$ cat src/rtl/usb_tx_pkg.sv
// Shared line-state types, constants and FSM encoding for the low-speed USB transmitter.
package usb_tx_pkg;

    typedef logic [1:0] d_port_t;   // {D-, D+}

    localparam d_port_t J   = 2'b10;
    localparam d_port_t K   = 2'b01;
    localparam d_port_t SE0 = 2'b00;

    localparam int STUFF_LIMIT = 6;

    typedef enum logic [2:0] {
        ST_IDLE,
        ST_SYNC,
        ST_DATA,
        ST_STUFF,
        ST_EOP_SE0,
        ST_EOP_J
    } usb_tx_state_t;

endpackage

$ cat src/rtl/usb_tx_nrzi.sv
// NRZI encoder with consecutive-ones tracking; o_level is the line level the strobed bit produces.
module usb_tx_nrzi
    import usb_tx_pkg::*;
(
    input  logic    i_clk,
    input  logic    i_reset,
    input  logic    i_bit,
    input  logic    i_strobe,
    input  logic    i_sync_start,
    output d_port_t o_level,
    output logic    o_stuff_req
);

    d_port_t    r_level;
    logic [2:0] r_ones;

    d_port_t    w_base;
    logic [2:0] w_ones_base;

    // A new packet always encodes from an idle J with no ones history.
    assign w_base      = i_sync_start ? J : r_level;
    assign w_ones_base = i_sync_start ? 3'd0 : r_ones;
    assign o_level     = i_bit ? w_base : ~w_base;
    assign o_stuff_req = (r_ones == 3'(STUFF_LIMIT));

    always_ff @(posedge i_clk) begin
        if (i_reset) begin
            r_level <= J;
            r_ones  <= 3'd0;
        end else if (i_strobe) begin
            r_level <= o_level;
            r_ones  <= i_bit ? (w_ones_base + 3'd1) : 3'd0;
        end
    end

endmodule

$ cat src/rtl/usb_tx.sv
// Low-speed USB transmitter: SYNC, LSB-first NRZI data with bit stuffing, EOP; drives D+/D- with enable.
// state   | meaning
// IDLE    | line released, waiting for tx_valid
// SYNC    | 8 sync bits (KJKJKJKK)
// DATA    | data bit r_bit_idx of the current byte on the line
// STUFF   | stuffed 0 after six ones, following data bit r_bit_idx
// EOP_SE0 | SE0 for two bit times
// EOP_J   | J for one bit time, then release
module usb_tx
    import usb_tx_pkg::*;
#(
    parameter int CLKS_PER_BIT = 16
) (
    input  logic       i_clk,
    input  logic       i_reset,
    input  logic       i_tx_valid,
    input  logic [7:0] i_tx_data,
    input  logic       i_tx_last,
    output logic       o_tx_ready,
    output logic       o_tx_err,
    output logic       o_busy,
    output d_port_t    o_d_o,
    output logic       o_d_en
);

    localparam int CW = (CLKS_PER_BIT > 1) ? $clog2(CLKS_PER_BIT) : 1;

    usb_tx_state_t r_state;
    logic [CW-1:0] r_clk_cnt;
    logic [2:0]    r_bit_idx;
    logic [7:0]    r_shift;
    logic          r_last;
    logic          r_loaded;
    logic          r_tx_ready;
    logic          r_tx_err;
    logic          r_busy;
    logic          r_d_en;
    d_port_t       r_d_o;

    logic    w_bit_end;
    logic    w_pre_end;
    logic    w_accept;
    logic    w_byte_end;
    logic    w_stb;
    logic    w_bit;
    logic    w_sync_start;
    d_port_t w_level;
    logic    w_stuff_req;

    assign w_bit_end  = (r_clk_cnt == CW'(CLKS_PER_BIT - 1));
    assign w_pre_end  = (r_clk_cnt == CW'(CLKS_PER_BIT - 2));
    assign w_accept   = r_tx_ready && i_tx_valid;
    assign w_byte_end = ((r_state == ST_DATA && !w_stuff_req) || r_state == ST_STUFF)
                        && (r_bit_idx == 3'd7);

    // Bit that the line carries next; strobed into the encoder on the edge that starts it.
    always_comb begin
        w_stb        = 1'b0;
        w_bit        = 1'b0;
        w_sync_start = 1'b0;
        case (r_state)
            ST_IDLE: begin
                w_stb        = i_tx_valid;
                w_sync_start = i_tx_valid;
            end
            ST_SYNC: begin
                if (w_bit_end && r_bit_idx != 3'd7) begin
                    w_stb = 1'b1;
                    w_bit = (r_bit_idx == 3'd6);
                end else if (w_bit_end && r_loaded) begin
                    w_stb = 1'b1;
                    w_bit = r_shift[0];
                end
            end
            ST_DATA, ST_STUFF: begin
                if (w_bit_end) begin
                    if (r_state == ST_DATA && w_stuff_req) begin
                        w_stb = 1'b1;
                    end else if (r_bit_idx != 3'd7) begin
                        w_stb = 1'b1;
                        w_bit = r_shift[1];
                    end else if (!r_last && w_accept) begin
                        w_stb = 1'b1;
                        w_bit = i_tx_data[0];
                    end
                end
            end
            default: ;
        endcase
    end

    usb_tx_nrzi u_nrzi (
        .i_clk        (i_clk),
        .i_reset      (i_reset),
        .i_bit        (w_bit),
        .i_strobe     (w_stb),
        .i_sync_start (w_sync_start),
        .o_level      (w_level),
        .o_stuff_req  (w_stuff_req)
    );

    always_ff @(posedge i_clk) begin
        if (i_reset) begin
            r_state    <= ST_IDLE;
            r_clk_cnt  <= '0;
            r_bit_idx  <= 3'd0;
            r_shift    <= 8'h00;
            r_last     <= 1'b0;
            r_loaded   <= 1'b0;
            r_tx_ready <= 1'b0;
            r_tx_err   <= 1'b0;
            r_busy     <= 1'b0;
            r_d_en     <= 1'b0;
            r_d_o      <= J;
        end else begin
            r_tx_ready <= 1'b0;
            r_tx_err   <= 1'b0;
            r_clk_cnt  <= w_bit_end ? '0 : r_clk_cnt + CW'(1);
            if (w_stb) r_d_o <= w_level;
            // Raise ready one clock early so it is high on the final clock of the byte.
            if (w_pre_end && w_byte_end && !r_last) r_tx_ready <= 1'b1;
            case (r_state)
                ST_IDLE: begin
                    r_clk_cnt <= '0;
                    r_loaded  <= 1'b0;
                    if (i_tx_valid) begin
                        r_state    <= ST_SYNC;
                        r_bit_idx  <= 3'd0;
                        r_d_en     <= 1'b1;
                        r_busy     <= 1'b1;
                        r_tx_ready <= 1'b1;
                    end
                end
                ST_SYNC: begin
                    if (w_accept) begin
                        r_shift  <= i_tx_data;
                        r_last   <= i_tx_last;
                        r_loaded <= 1'b1;
                    end
                    if (w_bit_end) begin
                        r_bit_idx <= r_bit_idx + 3'd1;
                        if (r_bit_idx == 3'd7) begin
                            if (r_loaded) begin
                                r_state <= ST_DATA;
                            end else begin
                                r_tx_err <= 1'b1;
                                r_state  <= ST_EOP_SE0;
                                r_d_o    <= SE0;
                            end
                        end
                    end
                end
                ST_DATA, ST_STUFF: begin
                    if (w_bit_end) begin
                        if (r_state == ST_DATA && w_stuff_req) begin
                            r_state <= ST_STUFF;
                        end else if (r_bit_idx != 3'd7) begin
                            r_state   <= ST_DATA;
                            r_bit_idx <= r_bit_idx + 3'd1;
                            r_shift   <= r_shift >> 1;
                        end else if (r_last) begin
                            r_state   <= ST_EOP_SE0;
                            r_bit_idx <= 3'd0;
                            r_d_o     <= SE0;
                        end else if (w_accept) begin
                            r_state   <= ST_DATA;
                            r_bit_idx <= 3'd0;
                            r_shift   <= i_tx_data;
                            r_last    <= i_tx_last;
                        end else begin
                            r_tx_err  <= 1'b1;
                            r_state   <= ST_EOP_SE0;
                            r_bit_idx <= 3'd0;
                            r_d_o     <= SE0;
                        end
                    end
                end
                ST_EOP_SE0: begin
                    if (w_bit_end) begin
                        if (r_bit_idx == 3'd1) begin
                            r_state   <= ST_EOP_J;
                            r_bit_idx <= 3'd0;
                            r_d_o     <= J;
                        end else begin
                            r_bit_idx <= r_bit_idx + 3'd1;
                        end
                    end
                end
                ST_EOP_J: begin
                    if (w_bit_end) begin
                        r_state <= ST_IDLE;
                        r_d_en  <= 1'b0;
                        r_busy  <= 1'b0;
                    end
                end
                default: r_state <= ST_IDLE;
            endcase
        end
    end

    assign o_tx_ready = r_tx_ready;
    assign o_tx_err   = r_tx_err;
    assign o_busy     = r_busy;
    assign o_d_o      = r_d_o;
    assign o_d_en     = r_d_en;

endmodule

$ cat config.mk
export PLATFORM = sky130hd
export DESIGN_NAME = usb_tx
export DESIGN_NICKNAME = d
export VERILOG_FILES = /design/src/rtl/usb_tx_pkg.sv /design/src/rtl/usb_tx_nrzi.sv /design/src/rtl/usb_tx.sv
export SDC_FILE = /design/constraint.sdc
export NUM_CORES = 1
export LEC_CHECK = 0
export ABC_CLOCK_PERIOD_IN_PS = 2500
export BUFFER_PORTS_ARGS = -buffer_cell sky130_fd_sc_hd__buf_2
export CAP_MARGIN = 20
export CELL_PAD_IN_SITES_DETAIL_PLACEMENT = 1
export CELL_PAD_IN_SITES_GLOBAL_PLACEMENT = 1
export CORE_MARGIN = 2
export CORE_UTILIZATION = 44
export DETAILED_ROUTE_END_ITERATION = 8
export HOLD_SLACK_MARGIN = 0.1
export PLACE_DENSITY_LB_ADDON = 0.2
export SLEW_MARGIN = 0
export SYNTH_ARGS = -nofsm -noshare
export SYNTH_HDL_FRONTEND = slang
export SYNTH_HIERARCHICAL = 1
export SYNTH_SLANG_ARGS = --single-unit
$ cat constraint.sdc
create_clock -name i_clk -period 2.5 [get_ports i_clk]
set_input_delay 0.125 -clock i_clk [delete_from_list [all_inputs] [get_ports i_clk]]
set_output_delay 0.125 -clock i_clk [all_outputs]
set_load 0.005 [all_outputs]
# --- Word-level counts from Yosys, hierarchy flattened ---
# Cells that the tools add are included.
totals:
  word_cells: 146
  out_inout_bits: 6
  reg_bits: 30
classes:
  n_reduce_logical: 25
  eq_ne: 23
  add_sub_neg: 3
  bitwise: 1
  n_mux: 82
op_table:
  columns: ["operator", "count"]
  rows:
  - ["$mux W3", 21]
  - ["$mux W8", 5]
  - ["$mux W1", 33]
  - ["$mux W2", 13]
  - ["$ne A2 B2 Y1 const B", 10]
  - ["$pmux W8 S2", 1]
  - ["$eq A3 B3 Y1 const B", 5]
  - ["$pmux W3 S5", 1]
  - ["$pmux W3 S4", 1]
  - ["$pmux W1 S2", 5]
  - ["$logic_and A1 B1 Y1", 9]
  - ["$eq A4 B4 Y1 const B", 2]
  - ["$reduce_and A7 Y1", 1]
  - ["$add A3 B1 Y3 const B", 2]
  - ["$eq A3 B1 Y1 const B", 2]
  - ["$eq A3 B2 Y1 const B", 2]
  - ["$ne A3 B3 Y1 const B", 2]
  - ["$pmux W2 S3", 1]
  - ["$reduce_and A6 Y1", 1]
  - ["$reduce_bool A2 Y1", 3]
  - ["$reduce_and A5 Y1", 1]
  - ["$add A4 B1 Y4 const B", 1]
  - ["$reduce_and A4 Y1", 1]
  - ["$reduce_bool A4 Y1", 1]
  - ["other kinds (9)", 10]

# --- Depth between registers and ports, before layout ---
# Gate-level depths: netlist of the first run.
depth:
  depth_word: 15
  depth_mapped: 11
  ltp_nobuf: 10

# --- Cells and area by module ---
# Netlist of the first run, hierarchy kept.
modules_own_cells:
  columns: ["mod", "seq_area_each_um2", "instances", "area_per_inst_um2", "cells_per_inst"]
  rows:
  - ["usb_tx", 500.5, 1, 1591.5, 184]
  - ["usb_tx_nrzi", 100.1, 1, 281.5, 33]

# --- Least setup slack after synthesis of the first run ---
# Ideal clock, no wire load.
synth_timing:
  path_kind: "register -> register"
  from: "reg r_bit_idx[0]"
  to: "reg u_nrzi.r_level[1]"
  t_required_ps: 2380
  arrival_time_ps: 1794
  path_stages_with_launch: 12
  slack_ps: 586
  cell_sequence: "dfxtp_1 > ha_1 > ha_1 > buf_2 > nor2_1 > a31oi_1 > o22a_1 > nor2_1 > clkbuf_2 > nor2b_1 > o21ba_2 > o21bai_1"
synth_via:
  elab_chain_cells: 6
synth_lines:
  columns: ["item", "line_no", "source"]
  rows:
  - ["start: declaration", "usb_tx.sv:30", "logic [2:0] r_bit_idx;"]
  - ["start signal: assignment", "usb_tx.sv:141", "r_bit_idx <= r_bit_idx + 3'd1;"]
  - ["start signal: assignment", "usb_tx.sv:159", "r_bit_idx <= r_bit_idx + 3'd1;"]
  - ["start signal: assignment", "usb_tx.sv:185", "r_bit_idx <= r_bit_idx + 3'd1;"]
  - ["$ne A3 B3 Y1", "usb_tx.sv:67, usb_tx.sv:79", null]
  - ["$mux W1", "usb_tx.sv:79", "end else if (r_bit_idx != 3'd7) begin"]
  - ["$mux W1", "usb_tx.sv:77", "if (r_state == ST_DATA && w_stuff_req) begin"]
  - ["$mux W1", "usb_tx.sv:76", "if (w_bit_end) begin"]
  - ["$pmux W1 S2 (*)", "usb_tx.sv:61", "case (r_state)"]
  - ["named net w_bit", "usb_tx.sv:45", "logic w_bit;"]
  - ["$mux W2 (*)", "usb_tx_nrzi.sv:23", "assign o_level = i_bit ? w_base : ~w_base;"]
  - ["end signal: assignment", "usb_tx_nrzi.sv:31", "r_level <= o_level;"]
  - ["end: declaration", "usb_tx_nrzi.sv:14", "d_port_t r_level;"]
# The timed path passes the listed nets; every way through them passes the cells marked *.
# A chain may end at the register's enable or synchronous reset.

# --- Worst setup path after layout of the first run ---
layout_timing:
  from: "reg r_state[1]"
  to: "reg u_nrzi.r_level[0]"
layout_lines:
  columns: ["item", "line_no", "source"]
  rows:
  - ["start: declaration", "usb_tx.sv:28", "usb_tx_state_t r_state;"]
  - ["start signal: assignment", "usb_tx.sv:104", "r_state <= ST_IDLE;"]
  - ["start signal: assignment", "usb_tx.sv:127", "r_state <= ST_SYNC;"]
  - ["start signal: assignment", "usb_tx.sv:144", "r_state <= ST_DATA;"]
  - ["$eq A3 B2 Y1", "usb_tx.sv:61, usb_tx.sv:77", null]
  - ["$logic_and A1 B1 Y1", "usb_tx.sv:77", null]
  - ["$mux W1", "usb_tx.sv:77", null]
  - ["$mux W1", "usb_tx.sv:76", null]
  - ["$pmux W1 S3 (*)", "usb_tx.sv:61", null]
  - ["named net w_stb", "usb_tx.sv:44", "logic w_stb;"]
# Marked as above.

==> out/qor.csv, run 1 <==
metric;value;unit
worst_slew_pin_slew;611;ps
grt_setup_unrepaired;no;
crit_chain;nand2b_1 > a311oi_1 > a211oi_2 > inv_1 > inv_2 > or3_1 > a21oi_1;
crit_type;reg2reg;
synth_cell_types;63;
cp_slowest_cell;dfxtp_1;
grt_first_pass_wirelength;8360;um
hold_violations;0;
wirelength;4740;um
syn_to_final_growth;11.3;%
antenna_left;0;
fillers;493;
antenna_cells;0;
hp-class;in2reg;
place.gp.congestion;0.890;
post-route-period-util;88.0;%
final_net_count;254;
clkTransAtPathRegs;70;ps
rows;23;
post_cts_buffers;0;
coreArea;4060;um2
arrival;2410;ps
period_minus_slack;2200;ps
maxCapViolCount;0;
port-buffer-count;17;
grt_pass1_vias;1739;
drt_iter0_drc;79;
grt_max_degree;28;
ioPinCount;18;
first_pass_iters;4;
grt.total_usage;21.5;%
finalWorstSetupSlack;300;ps
antenna_found_initial;0;
overflow;0;
instances_no_fill;285;
numCtsBuffers;5;
ys_seq_elements;30;
yosysTopAreaCell;dfxtp_1;
p_leak;0.779;nW
vias;1645;
worstSetupEndpointType;register;
synth_nets;237;
drive_gt1_share;22.1;%
multi_input_area;1150;um2
fmaxAchievable;455;MHz
dieArea;4790;um2
synth_edf_count;0;
die_w;69.2;um
ys_warn_count;6;
required;2710;ps
root_buffer;clkbuf_8;
die_y;69.2;um
outcome;finished, final reports clean;
synth_area;1870;um2
critPathMaxFanout;18;
startpoint_type;register;
synth_area_leaders;dfxtp_1 32%, ha_1 5.3%, a2111oi_2 4.8%;
setup_tns;0;ps
vias_per_cell;5.77;
synth_ff_type;dfxtp_1;
start_util;46.2;%
clk_latency;290;ps
relSlewSlack;59.2;%
route.detailed.drc;0;
fin_skew;6.79;ps
setup_violations;0;
htree_levels;2;
cpPeakStageDelay;710;ps
postSynthAreaPerCell;8.63;um2
final_max_slew_viol_count;0;
cts_tree;done;
synth.yosys.seq_area_share;32.1;%
clock_sinks;30;
clk_path_buf_depth;2;
post-place-ws;277;ps
placedCellCount;276;
regArea;601;um2
async_flop_share;0;%
peakVddDrop;338;uV
wire_per_inst;16.6;um
netlist_instances;217;
powerDensity;522;nW/um2
dp_hpwl;3500;um
synth_top_area_share;32.1;%
==> through the flow <==
stage	util (%)	power (mW)	instance area (um2)	hold slack [ps]
2_1_floorplan	-	0.630	1870	194
3_3_place_gp	48.7	0.667	1980	395
3_5_place_dp	48.7	0.678	1980	403
4_1_cts	51.3	1.10	2080	138
5_1_grt	51.4	1.14	2080	173
6_report	51.4	1.09	2080	146
==> what timing repair did <==
action / CTS / global route
hold endpoints to repair: 1 / 0
setup endpoints to repair: 0 / 1
resized for setup: 0 / 1
hold buffers: 1 / 0
==> flip-flops by register name, indices dropped and copies added, names as in the netlist <==
name / count
u_nrzi/r_ones: 3
o_tx_err: 1
o_d_en: 1
o_tx_ready: 1
r_shift: 8
r_bit_idx: 3
o_d_o: 2
r_state: 3
r_last: 1
r_clk_cnt: 4
r_loaded: 1
u_nrzi/r_level: 2
==> placed cells by master (no fill, tap or decap), types with 3 or more instances in the layout <==
| master | instances |
|---|---|
| o21ai_0 | 5 |
| dfxtp_1 | 30 |
| buf_4 | 4 |
| a2111oi_2 | 6 |
| nor2_1 | 21 |
| xnor2_1 | 3 |
| clkbuf_8 | 6 |
| nand2_1 | 20 |
| a21oi_1 | 14 |
| nor3_1 | 5 |
| inv_1 | 12 |
| nand3_1 | 12 |
| nor2b_1 | 9 |
| ha_1 | 7 |
| mux2i_1 | 5 |
| nand3b_1 | 3 |
| buf_2 | 17 |
==> worst paths after layout <==
path	startpoint	to	slack, ps	depth (start not counted)
worst min-delay path	i_tx_data[7]	r_shift[7]	150	3
worst max-delay path	r_state[1]	u_nrzi/r_level[0]	300	7
worst min register to register	r_clk_cnt[0]	r_clk_cnt[0]	470	1
worst max register to register	r_state[1]	u_nrzi/r_level[0]	300	7
==> Yosys cell counts (3+ instances only) <==
cell	count
nand3_1	12
nor3_1	5
nand2_1	20
buf_2	4
nor2b_1	9
a2111oi_2	6
ha_1	8
nand3b_1	3
dfxtp_1	30
nor2_1	21
o21ai_0	5
buf_4	4
mux2i_1	5
inv_1	12
xnor2_1	3
a21oi_1	14
==> layout make-up <==
class | count | share of cell area [%]
repair buffers | 22 | 6.00
multi-input cells | 162 | 55.3
clock buffers | 6 | 3.96
inverters | 13 | 2.34
well taps | 50 | 3.00
flip-flops and latches | 30 | 28.8
clock inverters | 2 | 0.600
==> power by group <==
part           internal [mW]  switching, mW
sequential             0.496         0.0173
combinational         0.0691         0.0856
clock                  0.221          0.199
total                  0.787          0.302
==> critical path: cells and delay by family, from the launching register on <==
| family | cells | cell delay [ps] |
|---|---|---|
| flops | 1 | 710 |
| compound gates | 3 | 640 |
| simple gates | 2 | 520 |
| buf+inv | 2 | 250 |
==> per-layer routing <==
layer  routed length, um  part of all wire (%)  global-route usage (%)
met3                 193                   4.1                    4.51
met4                  69                   1.5                    7.63
met1                2160                    45                    27.6
met5                   0                     0                       0
met2                2320                    49                    35.7
==> cells by family after synthesis <==
kind of cell    Yosys count  share of synthesized area (%)
simple gates             92                           27.0
compound gates           50                           22.8
flops                    30                           32.1
buf+inv                  25                           6.55
fa+ha+maj                 8                           5.34
mux                       7                           3.87
xor+xnor                  5                           2.34
Power figures use the tool's default switching activity.
==> inputs of run 2 (changes only) <==
--- a/config.mk
+++ b/config.mk
@@ -11,10 +11,11 @@
 export CELL_PAD_IN_SITES_DETAIL_PLACEMENT = 1
 export CELL_PAD_IN_SITES_GLOBAL_PLACEMENT = 1
 export CORE_MARGIN = 2
-export CORE_UTILIZATION = 44
+export CORE_UTILIZATION = 46
+export CTS_BUF_LIST = sky130_fd_sc_hd__clkbuf_8
 export DETAILED_ROUTE_END_ITERATION = 8
 export HOLD_SLACK_MARGIN = 0.1
-export PLACE_DENSITY_LB_ADDON = 0.2
+export PLACE_DENSITY_LB_ADDON = 0.25
 export SLEW_MARGIN = 0
 export SYNTH_ARGS = -nofsm -noshare
 export SYNTH_HDL_FRONTEND = slang
==> out/qor.csv, run 2 (same netlist as run 1, synthesis figures left out) <==
metric;value;unit;change
place.gp.congestion;0.903;;+1.4%
htree_levels;2;;unchanged
grt_pass1_vias;1753;;+0.81%
largest_registers;r_shift (8), r_clk_cnt (4);;
final_cell_mix;30 x dfxtp_1, 21 x nor2_1, 20 x nand2_1;;
period_minus_slack;2310;ps;+107 ps
vias_per_cell;5.85;;+1.4%
fillers;516;;+4.7%
die_w;67.8;um;-2.1%
r2r-end;u_nrzi/r_level[0];;
port-buffer-count;17;;unchanged
largest_register_ffs;8;;unchanged
drt_iter0_drc;62;;-22%
crit_type;reg2reg;;
hold_violations;0;;unchanged
clk_path_buf_depth;2;;unchanged
rows;23;;unchanged
worst_r2r_path_depth;9;;+2
post-route-period-util;92.3;%;+4.3 points
peakVddDrop;262;uV;-22%
numCtsBuffers;5;;unchanged
worst_slew_pin_slew;585;ps;-25.5 ps
post-place-ws;239;ps;-37.9 ps
holdWs;128;ps;-18.0 ps
relSlewSlack;61.0;%;+1.8 points
hold_start;i_tx_last;;
antenna_left;0;;unchanged
fin_area;2100;um2;+0.60%
required;2710;ps;about the same
drive_gt1_share;21.8;%;-0.33 points
postCtsHoldBufs;0;;-1
antenna_cells;0;;unchanged
syn_to_final_growth;12.0;%;
critPathMaxFanout;9;;-9
grt_setup_unrepaired;no;;
final_common_cell;dfxtp_1;;
crit_chain;ha_1 > ha_1 > nor2_1 > a31oi_1 > o22a_1 > nor2_1 > buf_4 > or3_1 > a21oi_1;;
arrival;2510;ps;+100 ps
clk_latency;290;ps;about the same
cpPeakStageDelay;430;ps;-280 ps
instances_no_fill;284;;-0.35%
clkTransAtPathRegs;60;ps;about the same
coreArea;3970;um2;-2.1%
cts_tree;done;;
fin_skew;8.55;ps;+1.76 ps
wirelength;4890;um;+3.2%
cp_slowest_cell;ha_1;;
top_register;r_shift;;
r2r-start;r_bit_idx[0];;
worstSetupEndpointType;register;;
min_to;r_last;;
powerDensity;559;nW/um2;+7.1%
final_max_slew_viol_count;0;;unchanged
dieArea;4600;um2;-4.1%
dp_hpwl;3690;um;+5.3%
ioPinCount;18;;unchanged
placed_area;1980;um2;+0.38%
post_cts_resized;0;;unchanged
maxCapViolCount;0;;unchanged
setup_violations;0;;unchanged
placedCellCount;277;;+0.36%
antenna_found_initial;0;;unchanged
setup_tns;0;ps;unchanged
vias;1662;;+1.0%
first_pass_iters;4;;unchanged
hp-class;in2reg;;
fmaxAchievable;433;MHz;-4.7%
clock_sinks;30;;unchanged
holdPathStages;3;;unchanged
startpoint_type;register;;
route.detailed.drc;0;;unchanged
wire_per_inst;17.2;um;+3.5%
grt.total_usage;24.6;%;+3.1 points
final_net_count;254;;unchanged
overflow;0;;unchanged
start_util;47.2;%;+1.0 points
outcome;finished, final reports clean;;
finalWorstSetupSlack;193;ps;-107 ps
die_y;67.8;um;-2.1%
post-route-util;52.8;%;+1.4 points
p_leak;0.794;nW;+1.9%
grt_max_degree;28;;unchanged
p_total;1.17;mW;+7.7%
r2r_setup_slack;190;ps;-110 ps
grt_first_pass_wirelength;8270;um;-1.1%
root_buffer;clkbuf_8;;
post_cts_buffers;0;;unchanged
==> run 2: cell count changes in the layout (fill, tap and decap cells not counted), sizes merged <==
cell / previous run / this run
buf: 21 / 22
clkinv: 1 / 0
dlygate4sd3: 1 / 0
clkinvlp: 1 / 0
bufinv: 0 / 1
==> run 2: critical path, delay by kind of cell (launching register included) <==
kind	cells	cell delay, ps
fa+ha+maj	2	640
flops	1	410
buf+inv	1	170
simple gates	3	490
compound gates	3	510
==> run 2: layer usage <==
layer | global-route usage (%) | vias up | share of wire [%]
met5 | 0 | - | 0
met4 | 11.3 | 0 | 1.9
met3 | 4.11 | 9 | 3.3
met2 | 43.6 | 32 | 52
met1 | 29.0 | 816 | 43
li1 | - | 805 | -
==> run 2: how the worst max path moves through the flow <==
stage	from	end	slack, ps	depth (start not counted)
finish	r_bit_idx[0]	u_nrzi/r_level[0]	190	9
global route	r_bit_idx[0]	u_nrzi/r_level[0]	30	9
CTS	r_bit_idx[0]	u_nrzi/r_level[0]	190	9
detailed placement	r_bit_idx[0]	u_nrzi/r_level[0]	240	9
global placement	r_bit_idx[0]	u_nrzi/r_level[0]	430	9
floorplan	r_bit_idx[0]	u_nrzi/r_level[1]	590	11
==> run 2: layout make-up <==
cell class | instances | area, um2 | area share, %
clock buffer | 6 | 82.6 | 3.94
multi-input combinational | 162 | 1150 | 54.8
inverter | 13 | 48.8 | 2.33
sequential | 30 | 601 | 28.6
clock inverter | 1 | 30.0 | 1.43
timing repair buffer | 22 | 123 | 5.85
tap | 50 | 62.6 | 2.98
==> run 2: report_power, final <==
group	internal [mW]	switching [mW]
registers	0.497	0.0165
clock network	0.318	0.186
logic	0.0680	0.0861
==> inputs of run 3 (changes only) <==
--- a/config.mk
+++ b/config.mk
@@ -11,7 +11,7 @@
 export CELL_PAD_IN_SITES_DETAIL_PLACEMENT = 1
 export CELL_PAD_IN_SITES_GLOBAL_PLACEMENT = 1
 export CORE_MARGIN = 2
-export CORE_UTILIZATION = 46
+export CORE_UTILIZATION = 43
 export CTS_BUF_LIST = sky130_fd_sc_hd__clkbuf_8
 export DETAILED_ROUTE_END_ITERATION = 8
 export HOLD_SLACK_MARGIN = 0.1
==> out/qor.csv, run 3 (same netlist as run 1, synthesis figures left out) <==
metric;value;unit;change
post_cts_buffers;0;;unchanged
seqPwrFrac;44.5;%;+0.7 points
post-place-ws;249;ps;+9.62 ps
post-route-util;49.2;%;-3.6 points
worstSetupEndpointType;register;;
period_minus_slack;2280;ps;-29.3 ps
final_common_cell;dfxtp_1;;
powerDensity;548;nW/um2;-1.9%
clk_path_buf_depth;2;;unchanged
arrival;2490;ps;-20 ps
start_util;43.9;%;-3.2 points
final_net_count;254;;unchanged
wire_per_inst;16.3;um;-5.6%
hold_violations;0;;unchanged
clkTransAtPathRegs;70;ps;about the same
top_register;r_shift;;
clk_latency;290;ps;about the same
p_leak;0.794;nW;about the same
vias;1621;;-2.5%
relSlewSlack;59.8;%;-1.2 points
min_to;r_shift[7];;
fin_area;2100;um2;about the same
p_total;1.15;mW;-1.8%
grt_setup_unrepaired;no;;
r2r_setup_slack;220;ps;+30 ps
coreArea;4260;um2;+7.4%
r2r-end;u_nrzi/r_level[0];;
placed_area;1980;um2;-0.25%
grt_pass1_vias;1693;;-3.4%
antenna_cells;0;;unchanged
antenna_left;0;;unchanged
fillers;543;;+5.2%
startpoint_type;register;;
rows;24;;+4.3%
pwr-share-comb;13.2;%;about the same
power_frac_clock;42.3;%;-0.8 points
crit_type;reg2reg;;
maxCapViolCount;0;;unchanged
numCtsBuffers;5;;unchanged
multi_input_area;1150;um2;unchanged
antenna_found_initial;0;;unchanged
p_int;0.856;mW;-3.1%
worst_slew_pin_slew;603;ps;+17.8 ps
vias_per_cell;5.65;;-3.5%
htree_levels;2;;unchanged
overflow;0;;unchanged
ioPinCount;18;;unchanged
largest_registers;r_shift (8), r_clk_cnt (4);;
setup_tns;0;ps;unchanged
drt_iter0_drc;76;;+23%
fmaxAchievable;439;MHz;+1.3%
required;2710;ps;about the same
post-route-period-util;91.1;%;-1.2 points
r2r-start;r_bit_idx[0];;
largest_register_ffs;8;;unchanged
drive_gt1_share;21.7;%;-0.093 points
dp_hpwl;3450;um;-6.5%
hold_start;i_tx_data[7];;
final_cell_mix;30 x dfxtp_1, 21 x nor2_1, 20 x nand2_1;;
root_buffer;clkbuf_8;;
clock_sinks;30;;unchanged
die_y;70;um;+3.2%
fin_skew;8.54;ps;-0.00833 ps
grt_max_degree;28;;unchanged
dieArea;4900;um2;+6.6%
cpPeakStageDelay;450;ps;+20 ps
grt.total_usage;20.7;%;-4.0 points
die_w;70;um;+3.2%
outcome;finished, final reports clean;;
syn_to_final_growth;12.0;%;about the same
wirelength;4670;um;-4.6%
worst_r2r_path_depth;8;;-1
peakVddDrop;266;uV;+1.5%
switching_share;25.6;%;+0.95 points
setup_violations;0;;unchanged
regArea;601;um2;unchanged
place.gp.congestion;0.768;;-15%
crit_chain;ha_1 > ha_1 > a21oi_1 > a211oi_2 > inv_1 > inv_2 > o21ai_0 > a21oi_1;;
first_pass_iters;4;;unchanged
grt_first_pass_wirelength;7920;um;-4.3%
finalWorstSetupSlack;222;ps;+29.3 ps
final_max_slew_viol_count;0;;unchanged
instances_no_fill;287;;+1.1%
critPathMaxFanout;9;;unchanged
route.detailed.drc;0;;unchanged
holdPathStages;3;;unchanged
switchingPower;0.295;mW;+1.9%
hp-class;in2reg;;
cp_slowest_cell;ha_1;;
holdWs;148;ps;+20.4 ps
cts_tree;done;;
placedCellCount;278;;+0.36%
port-buffer-count;17;;unchanged
run 3: critical path, delay by kind of cell, from the launching register on:
family                     cells  cell delay [ps]
AOI/OAI and AO/OA              4              830
DFF                            1              400
adders and majority gates      2              650
buffers and inverters          2              320
run 3: routing by layer:
metal	global-route usage, %	routed length [um]	share of wire (%)
met1	25.0	2090	45
met2	36.2	2380	51
met3	3.90	117	2.5
met4	7.69	78	1.7
met5	0	0	0
run 3: area by class of cell:
type | instances | area share, %
well taps | 52 | 3.10
flip-flops and latches | 30 | 28.6
clock inverters | 3 | 1.91
repair buffers | 22 | 5.96
clock buffers | 5 | 3.28
multi-input cells | 162 | 54.8
inverters | 13 | 2.33
run 3: worst max path at each step:
stage,from,cells past startpoint,endpoint
finish,r_bit_idx[0],8,u_nrzi/r_level[0]
global route,r_bit_idx[0],8,u_nrzi/r_level[0]
CTS,r_bit_idx[0],8,u_nrzi/r_level[0]
detailed placement,r_bit_idx[0],8,u_nrzi/r_level[0]
global placement,r_bit_idx[0],8,u_nrzi/r_level[1]
floorplan,r_bit_idx[0],11,u_nrzi/r_level[1]
run 3: what timing repair did:
action                                 CTS  global route
resized for setup                        0             0
endpoints found under the hold margin    1             0
setup endpoints to repair                0             0
hold buffers                             1             0
run 3: power groups by stage:
stage          Combinational, mW  Clock [mW]  Sequential (mW)
2_1_floorplan              0.111           0            0.519
3_3_place_gp               0.147           0            0.523
3_5_place_dp               0.151           0            0.524
4_1_cts                    0.153       0.495            0.513
5_1_grt                    0.170       0.512            0.515
6_report                   0.152       0.486            0.513
